$ cat src/rtl/stepper_driver_if.sv
// Move-command channel between an axis controller and stepper_driver:
// step count and direction, qualified by a valid/ready handshake.
interface stepper_driver_if #(
   parameter int POS_WIDTH = 16
);
   logic                 cmd_valid;
   logic                 cmd_ready;
   logic [POS_WIDTH-1:0] cmd_steps;
   logic                 cmd_dir;

   modport master (output cmd_valid, cmd_steps, cmd_dir, input cmd_ready);
   modport slave  (input cmd_valid, cmd_steps, cmd_dir, output cmd_ready);
endinterface

$ cat src/rtl/stepper_driver.sv
// Turns rate-generator step strobes into fixed-width STEP pulses with DIR setup,
// executing one counted move at a time and tracking signed absolute position.
module stepper_driver #(
   parameter int POS_WIDTH         = 16,
   parameter int STEP_PULSE_CYCLES = 200,
   parameter int DIR_SETUP_CYCLES  = 100
) (
   input  logic                        clk_100mhz,
   input  logic                        rst_n,
   input  logic                        enable_step,
   stepper_driver_if.slave             cmd,
   input  logic                        abort,
   output logic                        step,
   output logic                        dir,
   output logic                        busy,
   output logic                        done,
   output logic        [POS_WIDTH-1:0] steps_remaining,
   output logic signed [POS_WIDTH-1:0] position
);

   localparam int CNT_MAX = (STEP_PULSE_CYCLES > DIR_SETUP_CYCLES) ? STEP_PULSE_CYCLES
                                                                    : DIR_SETUP_CYCLES;
   // The shared counter only ever holds a load value of (cycles - 1).
   localparam int CNT_W = (CNT_MAX > 1) ? $clog2(CNT_MAX) : 1;
   localparam logic [CNT_W-1:0] SETUP_LOAD = CNT_W'(DIR_SETUP_CYCLES - 1);
   localparam logic [CNT_W-1:0] PULSE_LOAD = CNT_W'(STEP_PULSE_CYCLES - 1);

   typedef enum logic [1:0] {ST_IDLE, ST_SETUP, ST_WAIT, ST_PULSE} state_t;

   state_t           state;
   logic [CNT_W-1:0] cnt;
   logic             abort_pend;

   // Two's-complement wrap is the intended behaviour at both extremes.
   function automatic logic signed [POS_WIDTH-1:0] advance_position(
      input logic signed [POS_WIDTH-1:0] pos,
      input logic                        fwd
   );
      return fwd ? pos + POS_WIDTH'(1) : pos - POS_WIDTH'(1);
   endfunction

   assign cmd.cmd_ready = (state == ST_IDLE);
   assign busy          = (state != ST_IDLE);

   always_ff @(posedge clk_100mhz) begin
      if (!rst_n) begin
         state           <= ST_IDLE;
         cnt             <= '0;
         abort_pend      <= 1'b0;
         step            <= 1'b0;
         dir             <= 1'b0;
         done            <= 1'b0;
         steps_remaining <= '0;
         position        <= '0;
      end else begin
         done <= 1'b0;
         case (state)
            ST_IDLE: begin
               abort_pend <= 1'b0;
               if (cmd.cmd_valid) begin
                  if (cmd.cmd_steps == '0) begin
                     done <= 1'b1;
                  end else begin
                     dir             <= cmd.cmd_dir;
                     steps_remaining <= cmd.cmd_steps;
                     cnt             <= SETUP_LOAD;
                     state           <= ST_SETUP;
                  end
               end
            end
            ST_SETUP: begin
               if (abort) begin
                  state <= ST_IDLE;
                  done  <= 1'b1;
               end else if (cnt == '0) begin
                  state <= ST_WAIT;
               end else begin
                  cnt <= cnt - CNT_W'(1);
               end
            end
            ST_WAIT: begin
               // Abort takes priority over a coincident strobe.
               if (abort) begin
                  state <= ST_IDLE;
                  done  <= 1'b1;
               end else if (enable_step) begin
                  step            <= 1'b1;
                  steps_remaining <= steps_remaining - POS_WIDTH'(1);
                  position        <= advance_position(position, dir);
                  cnt             <= PULSE_LOAD;
                  state           <= ST_PULSE;
               end
            end
            ST_PULSE: begin
               if (abort) abort_pend <= 1'b1;
               if (cnt == '0) begin
                  step <= 1'b0;
                  if (abort_pend || abort || steps_remaining == '0) begin
                     abort_pend <= 1'b0;
                     done       <= 1'b1;
                     state      <= ST_IDLE;
                  end else begin
                     state <= ST_WAIT;
                  end
               end else begin
                  cnt <= cnt - CNT_W'(1);
               end
            end
            default: state <= ST_IDLE;
         endcase
      end
   end

endmodule

$ cat src/flat_wrapper.sv
// flat-port wrapper written by rule: the top's interface ports become plain ports
module stepper_driver_flat 
#(
   parameter int POS_WIDTH         = 16,
   parameter int STEP_PULSE_CYCLES = 200,
   parameter int DIR_SETUP_CYCLES  = 100
)
  (clk_100mhz, rst_n, enable_step, abort, step, dir, busy, done, steps_remaining, position, cmd_cmd_valid, cmd_cmd_steps, cmd_cmd_dir, cmd_cmd_ready);
  stepper_driver_if #(.POS_WIDTH(POS_WIDTH)) cmd_i ();
  input  logic clk_100mhz;
  input  logic rst_n;
  input  logic enable_step;
  input  logic abort;
  output logic step;
  output logic dir;
  output logic busy;
  output logic done;
  output logic        [POS_WIDTH-1:0] steps_remaining;
  output logic signed [POS_WIDTH-1:0] position;
  input wire logic [$bits(cmd_i.cmd_valid)-1:0] cmd_cmd_valid;
  input wire logic [$bits(cmd_i.cmd_steps)-1:0] cmd_cmd_steps;
  input wire logic [$bits(cmd_i.cmd_dir)-1:0] cmd_cmd_dir;
  output wire logic [$bits(cmd_i.cmd_ready)-1:0] cmd_cmd_ready;
  assign cmd_i.cmd_valid = cmd_cmd_valid;
  assign cmd_i.cmd_steps = cmd_cmd_steps;
  assign cmd_i.cmd_dir = cmd_cmd_dir;
  assign cmd_cmd_ready = cmd_i.cmd_ready;
  stepper_driver #(.POS_WIDTH(POS_WIDTH), .STEP_PULSE_CYCLES(STEP_PULSE_CYCLES), .DIR_SETUP_CYCLES(DIR_SETUP_CYCLES)) u_core (.clk_100mhz(clk_100mhz), .rst_n(rst_n), .enable_step(enable_step), .cmd(cmd_i), .abort(abort), .step(step), .dir(dir), .busy(busy), .done(done), .steps_remaining(steps_remaining), .position(position));
endmodule
$ cat config.mk
export PLATFORM = sky130hd
export DESIGN_NAME = stepper_driver_flat
export DESIGN_NICKNAME = d
export VERILOG_FILES = /design/src/rtl/stepper_driver_if.sv /design/src/rtl/stepper_driver.sv /design/src/flat_wrapper.sv
export SDC_FILE = /design/constraint.sdc
export NUM_CORES = 1
export LEC_CHECK = 0
export ABC_CLOCK_PERIOD_IN_PS = 5300
export BUFFER_PORTS_ARGS = -buffer_cell sky130_fd_sc_hd__buf_4
export CAP_MARGIN = 15
export CORE_MARGIN = 5
export CORE_UTILIZATION = 35
export DETAILED_ROUTE_END_ITERATION = 8
export GPL_ROUTABILITY_DRIVEN = 0
export GPL_TIMING_DRIVEN = 0
export HOLD_SLACK_MARGIN = 0.1
export PLACE_DENSITY = 0.58
export SLEW_MARGIN = 25
export SYNTH_ARGS = -nofsm -noshare
export SYNTH_HDL_FRONTEND = slang
export SYNTH_SLANG_ARGS = --single-unit
export TNS_END_PERCENT = 50
$ cat constraint.sdc
create_clock -name clk_100mhz -period 5.3 [get_ports clk_100mhz]
set_input_delay 0 -clock clk_100mhz [delete_from_list [all_inputs] [get_ports clk_100mhz]]
set_output_delay 0 -clock clk_100mhz [all_outputs]
set_load 0.05 [all_outputs]
# After elaboration in Yosys (flattened, before gate mapping)
# Cells that the tools add are included.
[word_totals]
wordCells = 78
regBits = 46
inputBits = 22
[classes]
mux = 36
addsub = 4
reduce_logical = 17
n_eq_ne = 11
bitwise = 2
[op_table]
columns = ["cell", "count"]
rows = [
  ["16-bit two-way mux", 5],
  ["8-bit two-way mux", 6],
  ["16-bit zero test", 2],
  ["16-bit one-hot mux with 2 select lines", 1],
  ["8-bit one-hot mux with 4 select lines", 1],
  ["16-bit by 2-bit adder with 16-bit output (second input constant)", 1],
  ["2-bit two-way mux", 8],
  ["16-bit by 1-bit subtractor with 16-bit output (second input constant)", 1],
  ["16-bit by 2-bit subtractor with 16-bit output (second input constant)", 1],
  ["5-bit AND reduction", 3],
  ["1-bit two-way mux", 11],
  ["2-bit inequality test (second input constant)", 5],
  ["8-bit zero test", 1],
  ["2-bit one-hot mux with 4 select lines", 1],
  ["2-bit nonzero test", 4],
  ["8-bit by 1-bit subtractor with 8-bit output (second input constant)", 1],
  ["3-bit AND reduction", 2],
  ["2-bit == test (second input constant)", 2],
  ["1-bit one-hot mux with 2 select lines", 2],
  ["4-bit AND reduction", 1],
  ["3-bit by 2-bit inequality test with 1-bit output (second input constant)", 1],
  ["3-bit inequality test (second input constant)", 1],
  ["1-bit one-hot mux with 3 select lines", 1],
  ["2-bit by 1-bit == test with 1-bit output (second input constant)", 1],
  ["5 further kinds", 7],
]

# Depth between registers and ports, before layout
# Gate-level depths: netlist (run 1).
[depth]
depth_word = 5
depth_mapped = 10

# Least setup slack after synthesis (run 1)
# OpenSTA, ideal clock, no wires.
[synth_path]
path_kind = "register to register"
from = "register u_core.dir"
to = "register u_core.position[15]"
period_less_slack_ns = 3.010
stages_incl_launch_ff = 9
arrival_time_ns = 2.939
setup_ns = 0.072
slack_ns = 2.290
n_path_buf = 0
cell_sequence = "dfxtp_1 > inv_1 > ha_1 > a2111oi_0 > o21ai_0 > a211oi_1 > nor3_1 > nor3_1 > mux2i_1"
[synth_via]
elab_chain_len = 1
[synth_lines]
columns = ["item", "line_no", "text"]
rows = [
  ["start: declaration", "stepper_driver.sv:14", "output logic dir,"],
  ["start signal: assignment", "stepper_driver.sv:64", "dir <= cmd.cmd_dir;"],
  ["16-bit two-way mux", "stepper_driver.sv:39", "return fwd ? pos + POS_WIDTH'(1) : pos - POS_WIDTH'(1);"],
  ["end signal: assignment", "stepper_driver.sv:89", "position <= advance_position(position, dir);"],
  ["end: declaration", "stepper_driver.sv:18", "output logic signed [POS_WIDTH-1:0] position"],
]
# Every way passes these cells.
# A chain may end at the register's enable or synchronous reset.

# Final worst setup path (run 1)
# Ends and elaborated chain as after synthesis.

==> results of run 1 <==
-- metal layers --
metal  share of wire [%]  track usage [%]  vias up
li1                    -                -     1710
met1                  47             22.9     1603
met2                  48             30.3       89
met3                 4.3             2.45       11
met4                 1.2             4.16        0
met5                   0                0        -
-- through the flow --
stage | hold slack, ps | power, mW | cells | setup slack, ps
2_1_floorplan | 143 | 0.792 | 424 | 2290
3_3_place_gp | 245 | 0.927 | 593 | 2240
3_5_place_dp | 263 | 0.933 | 593 | 2230
4_1_cts | 100 | 1.17 | 614 | 2190
5_1_grt | 117 | 1.25 | 614 | 1940
6_report | 113 | 1.17 | 614 | 2160
-- worst max-delay path by stage --
stage	from	endpoint	slack, ps	cells past startpoint
final	u_core.dir$_SDFFE_PN0P_	u_core.position[15]$_SDFFE_PN0P_	2160	8
after global routing	u_core.dir$_SDFFE_PN0P_	u_core.position[15]$_SDFFE_PN0P_	1940	8
after CTS	u_core.dir$_SDFFE_PN0P_	u_core.position[15]$_SDFFE_PN0P_	2190	8
after detailed placement	u_core.dir$_SDFFE_PN0P_	u_core.position[15]$_SDFFE_PN0P_	2230	8
after global placement	u_core.dir$_SDFFE_PN0P_	u_core.position[15]$_SDFFE_PN0P_	2240	8
after floorplan	u_core.dir$_SDFFE_PN0P_	u_core.position[15]$_SDFFE_PN0P_	2290	8
-- cell usage after synthesis (5+ instances only) --
| cell | count | area share (%) |
|---|---|---|
| a21oi_1 | 50 | 7.8 |
| dfxtp_1 | 46 | 29 |
| nand2_1 | 46 | 5.4 |
| nor2_1 | 39 | 4.6 |
| o21ai_0 | 38 | 5.9 |
| ha_1 | 22 | 8.6 |
| inv_1 | 19 | 2.2 |
| clkbuf_1 | 17 | 2.0 |
| nand3_1 | 16 | 2.5 |
| nor3_1 | 16 | 2.5 |
| a211oi_1 | 7 | 1.6 |
| nor4_1 | 7 | 1.4 |
| mux2i_1 | 6 | 1.9 |
| xor2_1 | 6 | 1.6 |
| a22oi_1 | 5 | 1.2 |
| o21a_1 | 5 | 1.2 |
-- state kept, by name, summed over array words and instances, names as in the netlist --
register / flops
u_core.position: 16
u_core.steps_remaining: 16
u_core.dir: 1
u_core.state: 2
u_core.step: 1
u_core.cnt: 8
u_core.done: 1
u_core.abort_pend: 1
-- logic make-up (layout without fill, tap and decap cells) --
logic type	Yosys count	count (layout)	share of synthesized area (%)
buffers and inverters	41	120	5.37
and+or+nand+nor	156	156	23.9
adders and majority gates	23	23	9.19
muxes	7	7	2.22
DFF	46	46	28.7
AOI/OAI and AO/OA	141	141	28.0
xor gates and xnor gates	10	10	2.73
-- layout make-up --
cell class / count / area share, %
multi-input combinational: 337 / 52.9
sequential: 46 / 23.0
timing repair buffer: 71 / 14.1
tap: 111 / 3.47
buffer: 21 / 2.44
inverter: 20 / 1.87
clock buffer: 5 / 1.72
clock inverter: 3 / 0.469
-- power groups by stage --
stage               clock network, mW  logic, mW  registers (mW)
CTS                             0.238      0.518           0.417
finish                          0.230      0.521           0.417
global placement                    0      0.503           0.424
global route                    0.251      0.573           0.424
detailed placement                  0      0.509           0.424
floorplan                           0      0.304           0.488
-- critical path, stage by stage, from the launching register on --
cell	delay [ps]
dfxtp_1	370
inv_1	470
ha_1	390
a2111oi_0	530
o21ai_0	350
a211oi_1	420
nor3_1	80
nor3_1	260
mux2i_1	210
==> impl_metrics.env, run 1 <==
export IMPL_status="completed"
export IMPL_diodes=0
export IMPL_clock_skew_ps=23.4
export IMPL_grt_max_degree=16
export IMPL_fmax_mhz=319
export IMPL_worstHoldStart="cmd_cmd_steps[14]"
export IMPL_num_rows=35
export IMPL_die_area_sq_um=11200
export IMPL_synthFlopType="dfxtp_1"
export IMPL_htreeDepth=2
export IMPL_clk_latency_ps=310
export IMPL_mostFrequentLayoutCells="59 x buf_4, 50 x a21oi_1, 46 x nand2_1, 46 x dfxtp_1, 39 x nor2_1"
export IMPL_placed_area_sq_um=3790
export IMPL_worstMarginPinSlew_ps=775
export IMPL_power_density_nw_per_um2=292
export IMPL_cts_tree="yes"
export IMPL_area_delta_synth_final_pct=24.6
export IMPL_path_max_fanout=15
export IMPL_drtAntennaViolNets=0
export IMPL_drt_total_wl_mm=9.78
export IMPL_start_util_pct=35.3
export IMPL_sw_frac_of_total_pct=43.5
export IMPL_cts_sinks=46
export IMPL_post_route_cells_drive_above_1_share_pct=16.7
export IMPL_final_common_cell="buf_4"
export IMPL_vias=3413
export IMPL_syn_num_nets=469
export IMPL_antenna_found_initial=0
export IMPL_synth_seq_cells=46
export IMPL_p_leak_nw=1.66
export IMPL_ff_latch_area_sq_um=921
export IMPL_route_detailed_drc=0
export IMPL_die_h_um=106
export IMPL_post_cts_buffers=0
export IMPL_min_delay_worst_endpoint="u_core.steps_remaining[14]$_SDFFE_PN0P_"
export IMPL_num_fill_cells=926
export IMPL_io_pins=59
export IMPL_synth_seq_area_share_pct=28.7
export IMPL_fp_dieW_um=106
export IMPL_reg2regPathDepth=8
export IMPL_p_int_uw=660
export IMPL_syn_area_sq_um=3210
export IMPL_drt_pass1_iter_count=5
export IMPL_wl_per_cell_um=15.9
export IMPL_max_clock_path_buffers=2
export IMPL_clk_root_buffer_cell="clkbuf_8"
export IMPL_final_util_pct=44.0
export IMPL_grt_pass1_wl_mm=16.1
export IMPL_r2r_end="u_core.position[15]$_SDFFE_PN0P_"
export IMPL_numPortBuffers=58
export IMPL_synth_cell_types=60
export IMPL_p_seq_share_pct=35.7
export IMPL_cts_buffers=5
export IMPL_critPathLaunchType="flop"
export IMPL_finalSetupTns_ps=0
export IMPL_power_frac_comb_pct=44.6
export IMPL_coreArea_sq_um=9110
export IMPL_rrSetupSlack_ps=2160
export IMPL_path_class="reg2reg"
export IMPL_yosysWarnings=0
export IMPL_maxCapViolations=0
export IMPL_min_period_ps=3140
export IMPL_max_slew_margin_rel_pct=48.3
export IMPL_synth_edf_count=0
export IMPL_postCtsResizedCells=0
export IMPL_rsz0062_at_grt="false"
export IMPL_drtIter0Drc=168
export IMPL_cp_arrival_ps=3380
export IMPL_worst_endpoint_required_ps=5540
export IMPL_fin_area_sq_um=4010
export IMPL_slew_violations=0
export IMPL_grt_pass1_vias=3262
export IMPL_setup_violations=0
export IMPL_clk_pin_slew_ps=100
export IMPL_rr_startpoint="u_core.dir$_SDFFE_PN0P_"
export IMPL_via_per_inst=5.56
export IMPL_asyncSetResetFlopFracSynth_pct=0
export IMPL_power_switching_uw=508
export IMPL_end_kind="flop"
export IMPL_grt_use_total_pct=17.5
export IMPL_hold_path_depth=4
export IMPL_synth_area_per_cell_sq_um=7.58
export IMPL_synthCells=424
export IMPL_holdCritPathClass="in2reg"
export IMPL_ctsHoldBuffers=13
export IMPL_hold_viol_final=0
export IMPL_clkPwrFrac_pct=19.7
export IMPL_multi_input_area_sq_um=2120
export IMPL_ir_worst_vdd_mv=0.154
export IMPL_nNetsFinal=547
export IMPL_grt_remaining_overflow=0
export IMPL_finalCritPeriodShare_pct=59.2
export IMPL_dp_hpwl_mm=7.25
Power figures use the tool's default switching activity.
==> run 2, diff against run 1 <==
--- a/config.mk
+++ b/config.mk
@@ -5,7 +5,8 @@
 export SDC_FILE = /design/constraint.sdc
 export NUM_CORES = 1
 export LEC_CHECK = 0
-export ABC_CLOCK_PERIOD_IN_PS = 5300
+export ABC_AREA = 1
+export ABC_CLOCK_PERIOD_IN_PS = 2600
 export BUFFER_PORTS_ARGS = -buffer_cell sky130_fd_sc_hd__buf_4
 export CAP_MARGIN = 15
 export CORE_MARGIN = 5
@@ -14,7 +15,7 @@
 export GPL_ROUTABILITY_DRIVEN = 0
 export GPL_TIMING_DRIVEN = 0
 export HOLD_SLACK_MARGIN = 0.1
-export PLACE_DENSITY = 0.58
+export PLACE_DENSITY = 0.6
 export SLEW_MARGIN = 25
 export SYNTH_ARGS = -nofsm -noshare
 export SYNTH_HDL_FRONTEND = slang
==> constraint.sdc (replaced) <==
create_clock -name clk_100mhz -period 2.6 [get_ports clk_100mhz]
set_input_delay 0 -clock clk_100mhz [delete_from_list [all_inputs] [get_ports clk_100mhz]]
set_output_delay 0 -clock clk_100mhz [all_outputs]
set_load 0.05 [all_outputs]
==> run 2 against run 1 <==
First-iteration DRC count is 23% higher. Critical path depth is 4 higher. Utilization is 0.56 points higher. Global-route usage is 0.52 points lower. Sequential share of layout area is 2.9 points lower. Clock power is 140% higher. Synthesized cell count is 46% higher. Fmax is 41% higher. Combinational power is 130% higher. Largest cell class unchanged.
==> impl_metrics.env, run 2 <==
export IMPL_synth_area_leader_cell="dfxtp_1"
export IMPL_min_period_ps=2230
export IMPL_wl_met2_mm=4.98
export IMPL_ir_worst_vdd_mv=0.222
export IMPL_cts_buffers=5
export IMPL_drt_total_wl_mm=10.6
export IMPL_routed_top_layer="met4"
export IMPL_clk_latency_ps=310
export IMPL_antenna_found_initial=0
export IMPL_synth_edf_count=0
export IMPL_synth_area_per_cell_sq_um=5.91
export IMPL_grt_pass1_wl_mm=17.9
export IMPL_syn_area_sq_um=3660
export IMPL_status="completed"
export IMPL_finalCritPeriodShare_pct=85.8
export IMPL_htreeDepth=2
export IMPL_area_delta_synth_final_pct=25.1
export IMPL_synth_seq_area_share_pct=25.2
export IMPL_cts_tree="yes"
export IMPL_end_kind="flop"
export IMPL_num_rows=37
export IMPL_wl_met3_um=508
export IMPL_rr_startpoint="u_core.dir$_SDFFE_PN0P_"
export IMPL_drt_pass1_iter_count=4
export IMPL_power_density_nw_per_um2=577
export IMPL_clock_skew_ps=5.81
export IMPL_asyncSetResetFlopFracSynth_pct=0
export IMPL_die_h_um=112
export IMPL_route_detailed_drc=0
export IMPL_wl_met1_mm=5.02
export IMPL_via_per_inst=4.80
export IMPL_critPathLaunch="u_core.dir$_SDFFE_PN0P_"
export IMPL_final_util_pct=44.5
export IMPL_netlist_area_leader_share_pct=25.2
export IMPL_cts_sinks=46
export IMPL_synthCells=619
export IMPL_fp_dieW_um=112
export IMPL_worstMarginPinSlew_ps=639
export IMPL_max_clock_path_buffers=2
export IMPL_hold_ws_ps=135
export IMPL_fmax_mhz=449
export IMPL_worstHoldStart="rst_n"
export IMPL_drtIter0Drc=207
export IMPL_post_route_cells_drive_above_1_share_pct=12.3
export IMPL_final_common_cell="nand2_1"
export IMPL_finalSetupTns_ps=0
export IMPL_synth_area_leaders="dfxtp_1 25%, nand2_1 22%, nor2_1 9.1%, inv_1 7.7%, ha_1 7.5%"
export IMPL_biggestRegsByFlops="u_core.position: 16 flops, u_core.steps_remaining: 16 flops, u_core.cnt: 8 flops"
export IMPL_mostFrequentLayoutCells="216 x nand2_1, 89 x nor2_1, 75 x inv_1"
export IMPL_max_slew_margin_rel_pct=57.4
export IMPL_synth_seq_cells=46
export IMPL_numPortBuffers=57
export IMPL_hold_viol_final=0
export IMPL_rsz0062_at_grt="false"
export IMPL_dp_hpwl_mm=8.22
export IMPL_p_leak_nw=2.46
export IMPL_final_instance_count_excl_fill=841
export IMPL_synthFlopType="dfxtp_1"
export IMPL_wl_per_cell_um=12.6
export IMPL_ys_top_cells_by_count="216 x nand2_1, 89 x nor2_1, 75 x inv_1, 46 x dfxtp_1, 45 x nand3_1"
export IMPL_synth_most_common_cell="nand2_1"
export IMPL_die_area_sq_um=12600
export IMPL_worst_endpoint_required_ps=2820
export IMPL_clk_pin_slew_ps=90
export IMPL_grt_use_total_pct=17.0
export IMPL_reg2regPathDepth=12
export IMPL_clk_root_buffer_cell="clkbuf_8"
export IMPL_syn_num_nets=664
export IMPL_coreArea_sq_um=10300
export IMPL_yosysWarnings=0
export IMPL_slew_violations=0
export IMPL_vias=4035
export IMPL_path_class="reg2reg"
export IMPL_drtAntennaViolNets=0
export IMPL_path_max_fanout=16
export IMPL_holdCritPathClass="in2reg"
export IMPL_nNetsFinal=749
export IMPL_cp_arrival_ps=2450
export IMPL_synth_cell_types=36
export IMPL_critPathLaunchType="flop"
export IMPL_io_pins=59
export IMPL_setup_violations=0
export IMPL_start_util_pct=35.6
export IMPL_hold_path_depth=3
export IMPL_maxCapViolations=0
export IMPL_postCtsResizedCells=0
export IMPL_placedCellCount=812
export IMPL_grt_remaining_overflow=0
export IMPL_grt_max_degree=17
export IMPL_grt_pass1_vias=3834
export IMPL_diodes=0
run 2: cell count changes after synthesis, sizes merged, moves of 16 or more:
cell / change
a21oi: -16
inv: +59
o21ai: -16
nand2: +172
nand3: +30
nor2: +54
run 2: cells by family (layout without fill, tap and decap cells):
family | after synthesis | after routing | share of synthesized area [%]
simple gates | 373 | 373 | 42.1
compound gates | 74 | 74 | 11.6
buf+inv | 92 | 178 | 10.4
fa+ha+maj | 23 | 23 | 8.07
flops | 46 | 46 | 25.2
xor+xnor | 11 | 11 | 2.63
run 2: critical path: stages (launching register included):
cell and delay (ps):
dfxtp_1 350, inv_1 480, ha_1 390, a21oi_1 210, nand2_1 150, nand2_1 80
nand2_1 100, nand2_1 100, nand2_1 50, nand2_1 50, nand3_1 80, nand2_1 80
inv_1 30
run 2: what timing repair did:
| item | CTS | global route |
|---|---|---|
| setup buffers | 0 | 0 |
| hold buffers | 21 | 0 |
| endpoints found under the hold margin | 19 | 0 |
run 2: cell type report:
| type | count | area, sq um |
|---|---|---|
| plain buffers | 13 | 82.6 |
| multi-input cells | 481 | 2360 |
| flip-flops and latches | 46 | 921 |
| clock inverters | 2 | 37.5 |
| well taps | 136 | 170 |
| fillers | 1136 | 5700 |
| clock buffers | 6 | 72.6 |
| inverters | 79 | 299 |
| repair buffers | 78 | 638 |
run 2: per-stage QoR:
stage / power, mW / cell area (sq um) / setup slack (ps)
2_1_floorplan: 1.76 / 3660 / 326
3_3_place_gp: 2.05 / 4260 / 339
3_5_place_dp: 2.07 / 4260 / 345
4_1_cts: 2.67 / 4580 / 335
5_1_grt: 2.86 / 4580 / 108
6_report: 2.64 / 4580 / 370
run 2: per-layer routing:
metal | vias to the layer above | GRT usage (%)
met3 | 10 | 2.91
met1 | 1836 | 22.1
met2 | 77 | 29.2
li1 | 2112 | -
met5 | - | 0
met4 | 0 | 3.93
run 2: worst paths after layout:
path,to,slack (ps)
worst max-delay path,u_core.position[8]$_SDFFE_PN0P_,370
worst min-delay path,u_core.step$_SDFFE_PN0P_,130
worst max register to register,u_core.position[8]$_SDFFE_PN0P_,370
worst min register to register,u_core.abort_pend$_SDFFE_PN0P_,470
run 2: power breakdown:
part	switching [mW]	internal, mW
registers	0.0882	0.775
clock network	0.266	0.287
logic	0.809	0.416
==> run 3, diff against run 2 <==
--- a/config.mk
+++ b/config.mk
@@ -8,13 +8,13 @@
 export ABC_AREA = 1
 export ABC_CLOCK_PERIOD_IN_PS = 2600
 export BUFFER_PORTS_ARGS = -buffer_cell sky130_fd_sc_hd__buf_4
-export CAP_MARGIN = 15
-export CORE_MARGIN = 5
+export CAP_MARGIN = 10
 export CORE_UTILIZATION = 35
 export DETAILED_ROUTE_END_ITERATION = 8
 export GPL_ROUTABILITY_DRIVEN = 0
 export GPL_TIMING_DRIVEN = 0
 export HOLD_SLACK_MARGIN = 0.1
+export MAX_ROUTING_LAYER = met4
 export PLACE_DENSITY = 0.6
 export SLEW_MARGIN = 25
 export SYNTH_ARGS = -nofsm -noshare
==> run 3 against run 2 <==
Hold slack got worse by 32 ps. First-iteration DRC count fell by 18%. Final cell count down 0.83%. Clock skew is 5.6 ps higher. Clock power decreased by 1%. Non-clock buffer count down 4. Worst setup slack lost 13 ps. Sequential power about the same. Register-to-register slack about the same. Critical path depth unchanged. Power decreased by 0.60%.
==> impl_metrics.env, run 3 (same netlist as run 2, synthesis figures left out) <==
export IMPL_drtIter0Drc=169
export IMPL_mostFrequentLayoutCells="216 x nand2_1, 89 x nor2_1, 75 x inv_1"
export IMPL_worstMarginPinSlew_ps=617
export IMPL_setup_violations=0
export IMPL_cts_sinks=46
export IMPL_path_class="reg2reg"
export IMPL_clock_skew_ps=11.4
export IMPL_wl_per_cell_um=12.5
export IMPL_antenna_found_initial=0
export IMPL_p_leak_nw=2.44
export IMPL_end_kind="flop"
export IMPL_holdCritPathClass="in2reg"
export IMPL_io_pins=59
export IMPL_max_slew_margin_rel_pct=58.8
export IMPL_vias=3985
export IMPL_clk_pin_slew_ps=90
export IMPL_grt_max_degree=17
export IMPL_coreArea_sq_um=9950
export IMPL_diodes=0
export IMPL_htreeDepth=2
export IMPL_power_density_nw_per_um2=580
export IMPL_finalCritPeriodShare_pct=86.2
export IMPL_grt_pass1_vias=3687
export IMPL_drt_total_wl_mm=10.4
export IMPL_p_seq_share_pct=32.8
export IMPL_critPathLaunchType="flop"
export IMPL_cp_top_family="simple AND/OR/NAND/NOR gates"
export IMPL_finalSetupTns_ps=0
export IMPL_area_delta_synth_final_pct=23.8
export IMPL_fp_dieW_um=104
export IMPL_crit_top_cell="nand2_1"
export IMPL_via_per_inst=4.78
export IMPL_min_period_ps=2240
export IMPL_ir_worst_vdd_mv=0.312
export IMPL_cts_tree="yes"
export IMPL_grt_use_total_pct=20.7
export IMPL_placed_area_sq_um=4250
export IMPL_drt_pass1_iter_count=5
export IMPL_post_route_cells_drive_above_1_share_pct=12.3
export IMPL_worst_endpoint_required_ps=2810
export IMPL_num_rows=36
export IMPL_fmax_mhz=446
export IMPL_critPathSlowestCell="inv_1"
export IMPL_power_frac_comb_pct=46.4
export IMPL_clk_root_buffer_cell="clkbuf_8"
export IMPL_p_int_mw=1.47
export IMPL_maxCapViolations=0
export IMPL_power_switching_mw=1.15
export IMPL_cts_buffers=5
export IMPL_start_util_pct=36.8
export IMPL_dp_hpwl_mm=7.95
export IMPL_numPortBuffers=57
export IMPL_grt_remaining_overflow=0
export IMPL_postCtsResizedCells=0
export IMPL_clkPwrFrac_pct=20.8
export IMPL_nNetsFinal=745
export IMPL_crit_path_max_incr_delay_ps=470
export IMPL_fin_area_sq_um=4530
export IMPL_sw_frac_of_total_pct=43.9
export IMPL_max_clock_path_buffers=2
export IMPL_status="completed"
export IMPL_slew_violations=0
export IMPL_die_h_um=104
export IMPL_cp_arrival_ps=2450
export IMPL_biggestRegsByFlops="u_core.position: 16 flops, u_core.steps_remaining: 16 flops, u_core.cnt: 8 flops"
export IMPL_drtAntennaViolNets=0
export IMPL_path_cells="inv_1, ha_1, nand2_1, nand2_1, a21oi_1, nor2_1, nor2_1, nand2_1, nand2_1, nand3_1, nand2_1, inv_1"
export IMPL_crit_buf_inv=2
export IMPL_die_area_sq_um=10900
export IMPL_grt_pass1_wl_mm=17.8
export IMPL_final_common_cell="nand2_1"
export IMPL_hold_viol_final=0
export IMPL_path_max_fanout=16
export IMPL_route_detailed_drc=0
export IMPL_total_power_mw=2.63
export IMPL_rsz0062_at_grt="false"
export IMPL_clk_latency_ps=310
run 3: area by class of cell:
cell class / instances / area (sq um)
sequential: 46 / 921
inverter: 79 / 299
clock inverter: 1 / 30.0
buffer: 13 / 82.6
multi-input combinational: 481 / 2360
fill: 1056 / 5430
timing repair buffer: 74 / 598
tap: 133 / 166
clock buffer: 7 / 76.3
run 3: worst paths after layout:
| kind | slack, ps | endpoint | start | depth (start not counted) |
|---|---|---|---|---|
| worst min register to register | 470 | u_core.abort_pend$_SDFFE_PN0P_ | u_core.abort_pend$_SDFFE_PN0P_ | 2 |
| worst max-delay path | 360 | u_core.position[13]$_SDFFE_PN0P_ | u_core.dir$_SDFFE_PN0P_ | 12 |
| worst max register to register | 360 | u_core.position[13]$_SDFFE_PN0P_ | u_core.dir$_SDFFE_PN0P_ | 12 |
| worst min-delay path | 100 | u_core.position[1]$_SDFFE_PN0P_ | enable_step | 4 |
run 3: per-layer routing:
layer | global-route usage (%) | share of wire, % | up-vias
met3 | 2.94 | 5.1 | 7
met4 | 4.29 | 0.74 | 0
met2 | 33.9 | 46 | 93
li1 | - | - | 2097
met5 | - | 0 | -
met1 | 27.1 | 49 | 1788
run 3: worst register-to-register path: cells and delay by family, from the launching register on:
| family | cells | cell delay, ps |
|---|---|---|
| simple gates | 8 | 640 |
| fa+ha+maj | 1 | 390 |
| compound gates | 1 | 280 |
| buf+inv | 2 | 500 |
| flops | 1 | 350 |
run 3: power groups by stage:
stage          sequential [mW]  combinational (mW)  clock, mW
4_1_cts                  0.862                1.22      0.569
2_1_floorplan             1.00               0.755          0
6_report                 0.861                1.22      0.545
3_3_place_gp             0.876                1.18          0
3_5_place_dp             0.878                1.19          0
5_1_grt                  0.876                1.38      0.598
run 3: through the flow:
step / std cells / hold WS, ps / setup slack (ps) / util (%)
3_5_place_dp: 809 / 326 / 380 / 42.7
5_1_grt: 834 / 121 / 25.5 / 45.5
2_1_floorplan: 619 / 180 / 326 / -
4_1_cts: 834 / 108 / 332 / 45.5
3_3_place_gp: 809 / 308 / 373 / 42.7
6_report: 834 / 103 / 358 / 45.5
run 3: timing repair:
item	CTS	global route
hold buffers	17	0
hold endpoints to repair	16	0
buffers inserted	0	0
